File: config.mk
export PLATFORM = sky130hd
export DESIGN_NAME = dwconv_add_ctrl
export DESIGN_NICKNAME = d
export VERILOG_FILES = /design/src/rtl/dwconv_add_ctrl_pkg.sv /design/src/rtl/dwconv_pos_ch_counter.sv /design/src/rtl/dwconv_add_ctrl.sv
export SDC_FILE = /design/constraint.sdc
export NUM_CORES = 1
export LEC_CHECK = 0
export CAP_MARGIN = 20
export CORE_MARGIN = 3
export CORE_UTILIZATION = 47
export DETAILED_ROUTE_END_ITERATION = 12
export PLACE_DENSITY = 0.85
export SLEW_MARGIN = 20
export SYNTH_ARGS = -nofsm -noshare
export SYNTH_HDL_FRONTEND = slang
export SYNTH_HIERARCHICAL = 1
export SYNTH_SLANG_ARGS = --single-unit
File: constraint.sdc
create_clock -name clk -period 3.5 [get_ports clk]
set_clock_uncertainty 0.05 [all_clocks]
set_input_delay 0.875 -clock clk [delete_from_list [all_inputs] [get_ports clk]]
set_output_delay 0.875 -clock clk [all_outputs]
set_load 0.1 [all_outputs]
File: src/rtl/dwconv_add_ctrl_pkg.sv
// Shared types and default sizes for the depthwise-conv bias-add sequencers.
// The tag widths must stay in step with the add stage's 5-bit cnt and 4-bit pos inputs.
package dwconv_add_ctrl_pkg;

  localparam int DW_CH_NUM  = 32;
  localparam int DW_POS_NUM = 9;
  localparam int DW_CNT_W   = 5;
  localparam int DW_POS_W   = 4;
  localparam int DW_BIAS_W  = 32;
  localparam int DW_LAT_W   = 2;

  typedef enum logic [2:0] {
    S_IDLE      = 3'd0,
    S_BIAS_REQ  = 3'd1,
    S_BIAS_WAIT = 3'd2,
    S_RUN       = 3'd3,
    S_DONE      = 3'd4
  } dw_state_t;

endpackage

File: src/rtl/dwconv_pos_ch_counter.sv
// Nested position/channel counter: pos wraps every POS_NUM beats and carries into ch.
// ch saturates at CH_NUM-1 so the last channel never wraps inside a pass.
module dwconv_pos_ch_counter #(
  parameter int CH_NUM  = 32,
  parameter int POS_NUM = 9,
  parameter int CNT_W   = 5,
  parameter int POS_W   = 4
) (
  input  logic             clk,
  input  logic             rst_b,
  input  logic             clr,
  input  logic             inc,
  output logic [CNT_W-1:0] ch,
  output logic [POS_W-1:0] pos,
  output logic             pos_last,
  output logic             ch_last
);

  assign pos_last = (pos == POS_W'(POS_NUM - 1));
  assign ch_last  = (ch == CNT_W'(CH_NUM - 1));

  always_ff @(posedge clk or negedge rst_b) begin
    if (!rst_b) begin
      ch  <= '0;
      pos <= '0;
    end else if (clr) begin
      ch  <= '0;
      pos <= '0;
    end else if (inc) begin
      if (pos_last) begin
        pos <= '0;
        if (!ch_last) ch <= ch + CNT_W'(1);
      end else begin
        pos <= pos + POS_W'(1);
      end
    end
  end

endmodule

File: src/rtl/dwconv_add_ctrl.sv
// Bias-add stage sequencer: fetches one bias per channel, then issues POS_NUM
// beats gated by upstream valid and downstream ready.
//
// state     | meaning
// S_IDLE    | waiting for start
// S_BIAS_REQ| bias_rd_en high for one cycle, address = current channel
// S_BIAS_WAIT| counting down the bias memory latency, capture on exit
// S_RUN     | issuing beats for the current channel
// S_DONE    | one-cycle done pulse, then back to idle
module dwconv_add_ctrl
  import dwconv_add_ctrl_pkg::*;
#(
  parameter int CH_NUM   = DW_CH_NUM,
  parameter int POS_NUM  = DW_POS_NUM,
  parameter int CNT_W    = DW_CNT_W,
  parameter int POS_W    = DW_POS_W,
  parameter int BIAS_LAT = 1
) (
  input  logic                 clk,
  input  logic                 rst_b,
  input  logic                 start,
  output logic                 busy,
  output logic                 done,
  input  logic                 up_valid,
  output logic                 up_ready,
  input  logic                 down_ready,
  output logic                 bias_rd_en,
  output logic [CNT_W-1:0]     bias_rd_addr,
  input  logic [DW_BIAS_W-1:0] bias_rd_data,
  output logic [DW_BIAS_W-1:0] bias_out,
  output logic                 add_en,
  output logic [CNT_W-1:0]     cnt_in_o,
  output logic [POS_W-1:0]     pos_in_o,
  output logic                 out_valid
);

  dw_state_t           state;
  logic [DW_LAT_W-1:0] lat_cnt;
  logic [CNT_W-1:0]    ch;
  logic [POS_W-1:0]    pos;
  logic                pos_last;
  logic                ch_last;
  logic                cnt_clr;

  assign add_en       = (state == S_RUN) && up_valid && down_ready;
  assign up_ready     = add_en;
  assign cnt_in_o     = ch;
  assign pos_in_o     = pos;
  assign bias_rd_addr = ch;
  assign cnt_clr      = (state == S_IDLE) && start;

  dwconv_pos_ch_counter #(
    .CH_NUM (CH_NUM),
    .POS_NUM(POS_NUM),
    .CNT_W  (CNT_W),
    .POS_W  (POS_W)
  ) u_cnt (
    .clk     (clk),
    .rst_b   (rst_b),
    .clr     (cnt_clr),
    .inc     (add_en),
    .ch      (ch),
    .pos     (pos),
    .pos_last(pos_last),
    .ch_last (ch_last)
  );

  always_ff @(posedge clk or negedge rst_b) begin
    if (!rst_b) begin
      state      <= S_IDLE;
      busy       <= 1'b0;
      done       <= 1'b0;
      bias_rd_en <= 1'b0;
      bias_out   <= '0;
      lat_cnt    <= '0;
      out_valid  <= 1'b0;
    end else begin
      out_valid  <= add_en;
      done       <= 1'b0;
      bias_rd_en <= 1'b0;
      case (state)
        S_IDLE: begin
          if (start) begin
            state      <= S_BIAS_REQ;
            busy       <= 1'b1;
            bias_rd_en <= 1'b1;
          end
        end
        S_BIAS_REQ: begin
          state   <= S_BIAS_WAIT;
          lat_cnt <= DW_LAT_W'(BIAS_LAT);
        end
        S_BIAS_WAIT: begin
          lat_cnt <= lat_cnt - DW_LAT_W'(1);
          // Counter hits zero on this edge: read data is valid now.
          if (lat_cnt == DW_LAT_W'(1)) begin
            bias_out <= bias_rd_data;
            state    <= S_RUN;
          end
        end
        S_RUN: begin
          if (add_en && pos_last) begin
            if (ch_last) begin
              state <= S_DONE;
              busy  <= 1'b0;
              done  <= 1'b1;
            end else begin
              state      <= S_BIAS_REQ;
              bias_rd_en <= 1'b1;
            end
          end
        end
        S_DONE: state <= S_IDLE;
        default: state <= S_IDLE;
      endcase
    end
  end

endmodule
# [Word-level counts from Yosys, hierarchy flattened]
# Index checks and enable logic that the tools add are counted.
[totals] regBits=50 output_inout_bits=52 wordCells=60
[classes] addsub=3 eq_ne=11 mux=24 n_reduce_logical=13
[op_table] operator="$mux 5" n=4
[op_table] operator="$mux 3" n=4
[op_table] operator="$mux 4" n=3
[op_table] operator="$pmux 3 s4" n=1
[op_table] operator="$mux 1" n=9
[op_table] operator="$reduce_bool 2->1" n=4
[op_table] operator="$eq 3x2->1 const B" n=2
[op_table] operator="$ne 2x2->1 const B" n=3
[op_table] operator="$reduce_and 3->1" n=2
[op_table] operator="$add 5x1->5 const B" n=1
[op_table] operator="$eq 5x5->1 const B" n=1
[op_table] operator="$add 4x1->4 const B" n=1
[op_table] operator="$eq 4x4->1 const B" n=1
[op_table] operator="$logic_and 1x1->1" n=4
[op_table] operator="$ne 2x1->1 const B" n=2
[op_table] operator="$pmux 1 s2" n=2
[op_table] operator="$pmux 2 s2" n=1
[op_table] operator="$reduce_and 4->1" n=1
[op_table] operator="$eq 3x1->1 const B" n=1
[op_table] operator="$logic_not 3->1" n=1
[op_table] operator="$eq 2x1->1 const B" n=1
[op_table] operator="$reduce_and 2->1" n=1
[op_table] operator="$sub 2x1->2 const B" n=1

# [Logic depth before layout (Yosys ltp)]
[logic_depth] ltp_word=6 depth_mapped=7

# [By module]
# Netlist, hierarchy kept.
[by_module_without_submodules] module="dwconv_add_ctrl" instances=1 cells_per_inst=115 area_each_um2=1818.0
[by_module_without_submodules] module="dwconv_pos_ch_counter" instances=1 cells_per_inst=54 area_each_um2=533.0

# [Worst setup path before layout]
# No wires, ideal clock.
[synth_path] path_kind="input to output" startpoint="in down_ready" endpoint="out up_ready" arrival_time_ps=2752 required_ps=2575 slack_ps=-177 cell_stages=3 cell_sequence="nand2_1 nor2_1 buf_4"
[synth_via] elab_chain_cells=1
[synth_rtl] item="start: declaration" line_no="dwconv_add_ctrl.sv:26" rtl="input logic down_ready,"
[synth_rtl] item="$logic_and 1x1->1" line_no="dwconv_add_ctrl.sv:45" rtl="assign add_en = (state == S_RUN) && up_valid && down_ready;"
[synth_rtl] item="end: declaration" line_no="dwconv_add_ctrl.sv:25" rtl="output logic up_ready,"
# No other way between the ends.

# [Worst setup path in the final report]
# Same ends and word-level chain as after synthesis.

==> summary.md <==
| Metric | Value |
|---|---|
| Detailed-router iteration count before antenna repair | `4` |
| Hold Vio Cnt, Final | `0` |
| Sequential-to-total area share from yosys stat | `53.2%` |
| WS Path Type | `in2out` |
| CTS max path bufs | `2` |
| First-pass GRT wire length | `8130 um` |
| PortBufs | `88` |
| TNS Setup | `0 ns` |
| Layout area overhead | `36.6%` |
| Maxcap violations | `0` |
| Final slew viol count | `0` |
| EDFF count, synth | `0` |
| R2R Setup Slk | `between 1 and 1.5 ns` |
| Critical Path End Type | `output pin` |
| Dpl hpwl | `3580 um` |
| Crit path max fanout | `3` |
| Mapped Cells | `169` |
| Yosys top cell area share | `53.2%` |
| Crit share post-route | `80.5%` |
| CTS tree | `yes` |
| Core Box Area | `0.00479 mm2` |
| Layout net count | `slightly below 300` |
| Clock sink count | `50` |
| Yosys Warn Count | `6` |
| Drt drc | `0` |
| CTS hold repair buffers | `0` |
| Initial core utilization | `around half` |
| CTS Root Cell | `clkbuf_8` |
| Diode count | `0` |
| Final critical-path required period | `2.82 ns` |
| Initial antenna violation count | `0` |
| Post-CTS Setup Bufs | `0` |
| GRT Overall Usage | `17.2%` |
| RSZ-0062 raised after global routing | `false` |
| 1st-iter DRT viols | `between 50 and 60` |
| Max Freq | `~350 MHz` |
| Dominant synthesized flop cell | `dfrtp_1` |
| Die Y | `roughly 77 um` |
| Synth Area per Inst | `13.9 um2` |
| Clock transition at path regs | `0.08 ns` |
| HP Class | `reg2reg` |
| GRT overflow | `0` |
| Mapped cell area | `around 0.0024 mm2` |
| Maximum number of pins on one net before global-route repair | `51` |
| Most frequent cells in the layout | `54 x buf_4, 50 x dfrtp_1, 35 x clkdlybuf4s50_1` |
| Register bit total from synthesis | `50` |
| Share of layout cells above drive strength 1 | `41.2%` |
| Asr flop ratio synth | `100%` |
| GPL Wtd Cong | `slightly below 0.8` |
| Vias in the first global route | `approximately 1600` |
| Crit start category | `input pin` |
| Synth cell types | `38` |
| Worst slew pin tran | `~0.63 ns` |
| Die width | `76.7 um` |
| Most common cell after layout, fill and taps aside | `buf_4` |
| Vias per Instance | `4.96` |
| Worst EP required | `2.57 ns` |
| Post-CTS sizing | `0` |
| Routed Antenna Nets | `0` |
| H-tree levels | `2` |
| Cell taking the most area after synthesis | `dfrtp_1` |
| Fill count | `around 360` |
| Rel. slew slack | `58.0%` |
| IO Pins | `slightly below 90` |
| Area of the die | `0.00589 mm2` |
| Final wirelength | `4890 um` |
| Status | `completed` |
| Critical Path AT | `1.89 ns` |
| Top post-synthesis cells by area | `dfrtp_1 53%, mux2_4 19%, ha_1 2.7%` |
| Num CTS Buffers | `5` |
| Detailed-route via count | `1598` |
| Worst skew pair latency | `0.30 ns` |
| Site Rows | `25` |
| Final setup viols | `0` |
| WL/cell | `roughly 15 um` |
| Syn Nets | `211` |
worst paths after layout:
| path | from | endpoint | depth (start not counted) |
|---|---|---|---|
| max in group asynchronous | rst_b | out_valid$_DFF_PN0_ | 1 |
| worst max-delay path | down_ready | up_ready | 4 |
| min in group asynchronous | rst_b | u_cnt/pos[1]$_DFFE_PN0P_ | 1 |
| worst min register to register | bias_out[28]$_DFFE_PN0P_ | bias_out[28]$_DFFE_PN0P_ | 1 |
| worst max register to register | state[2]$_DFFE_PN0P_ | u_cnt/ch[3]$_DFFE_PN0P_ | 6 |
| worst min-delay path | bias_out[28]$_DFFE_PN0P_ | bias_out[28]$_DFFE_PN0P_ | 1 |
cell usage after synthesis (2+ instances only):
library cell  number
ha_1               5
dfrtp_1           50
o22ai_1            3
nand2_1            6
o21ai_0            4
or4_1              2
nand2b_1           6
inv_1              7
mux2_4            30
buf_4              7
buf_12             3
o31ai_1            2
nand3_1            3
a21oi_1            8
nor2_1             6
mux2i_1            3
nor3_1             2
mux2_2             2
through the flow:
step / area [um2] / hold slack [ns] / std cells / worst slack, ns / utilization [%]
after floorplan: 2350 / 0.437 / 169 / 0.379 / -
after global placement: 3110 / 0.441 / 314 / 0.676 / 65.0
after detailed placement: 3110 / 0.443 / 314 / 0.675 / 65.0
after CTS: 3210 / 0.468 / 322 / 0.666 / 67.0
after global routing: 3210 / 0.486 / 322 / 0.627 / 67.1
final: 3210 / 0.465 / 322 / 0.682 / 67.1
routing by layer:
| metal | part of all wire (%) | vias up | track usage [%] |
|---|---|---|---|
| met2 | 45 | 59 | 25.3 |
| met3 | 6.9 | 5 | 3.64 |
| met1 | 47 | 774 | 25.3 |
| met4 | 1.1 | 0 | 5.43 |
| met5 | 0 | - | 0 |
| li1 | - | 760 | - |
worst max-delay path: stages:
cell	delay [ns]
clkdlybuf4s50_1	0.48
nand2_1	0.07
nor2_2	0.25
buf_12	0.22
final cells by class:
class	count	area [um2]	area share, %
clock inverters	2	12.5	0.390
well taps	67	83.8	2.61
clock buffers	6	82.6	2.57
repair buffers	91	796	24.8
inverters	7	26.3	0.818
multi-input cells	99	958	29.9
flip-flops and latches	50	1250	39.0
cell families (layout without fill, tap and decap cells):
logic type | Yosys count | count (layout) | synth area share [%]
flip-flops | 50 | 50 | 53.2
AND/OR/NAND/NOR | 36 | 36 | 9.47
multiplexers | 35 | 35 | 21.4
AO/OA/AOI/OAI | 23 | 23 | 6.49
buffers and inverters | 20 | 106 | 6.76
adder cells (fa/ha/maj) | 5 | 5 | 2.66
flip-flops by register name (all words and copies together) (netlist names):
signal	cells
u_cnt/pos	4
state	3
out_valid	1
u_cnt/ch	5
lat_cnt	2
bias_out	32
bias_rd_en	1
busy	1
done	1
Power is not shown: default switching activity piles up to over one toggle a cycle in this logic, so the estimate is an artifact.
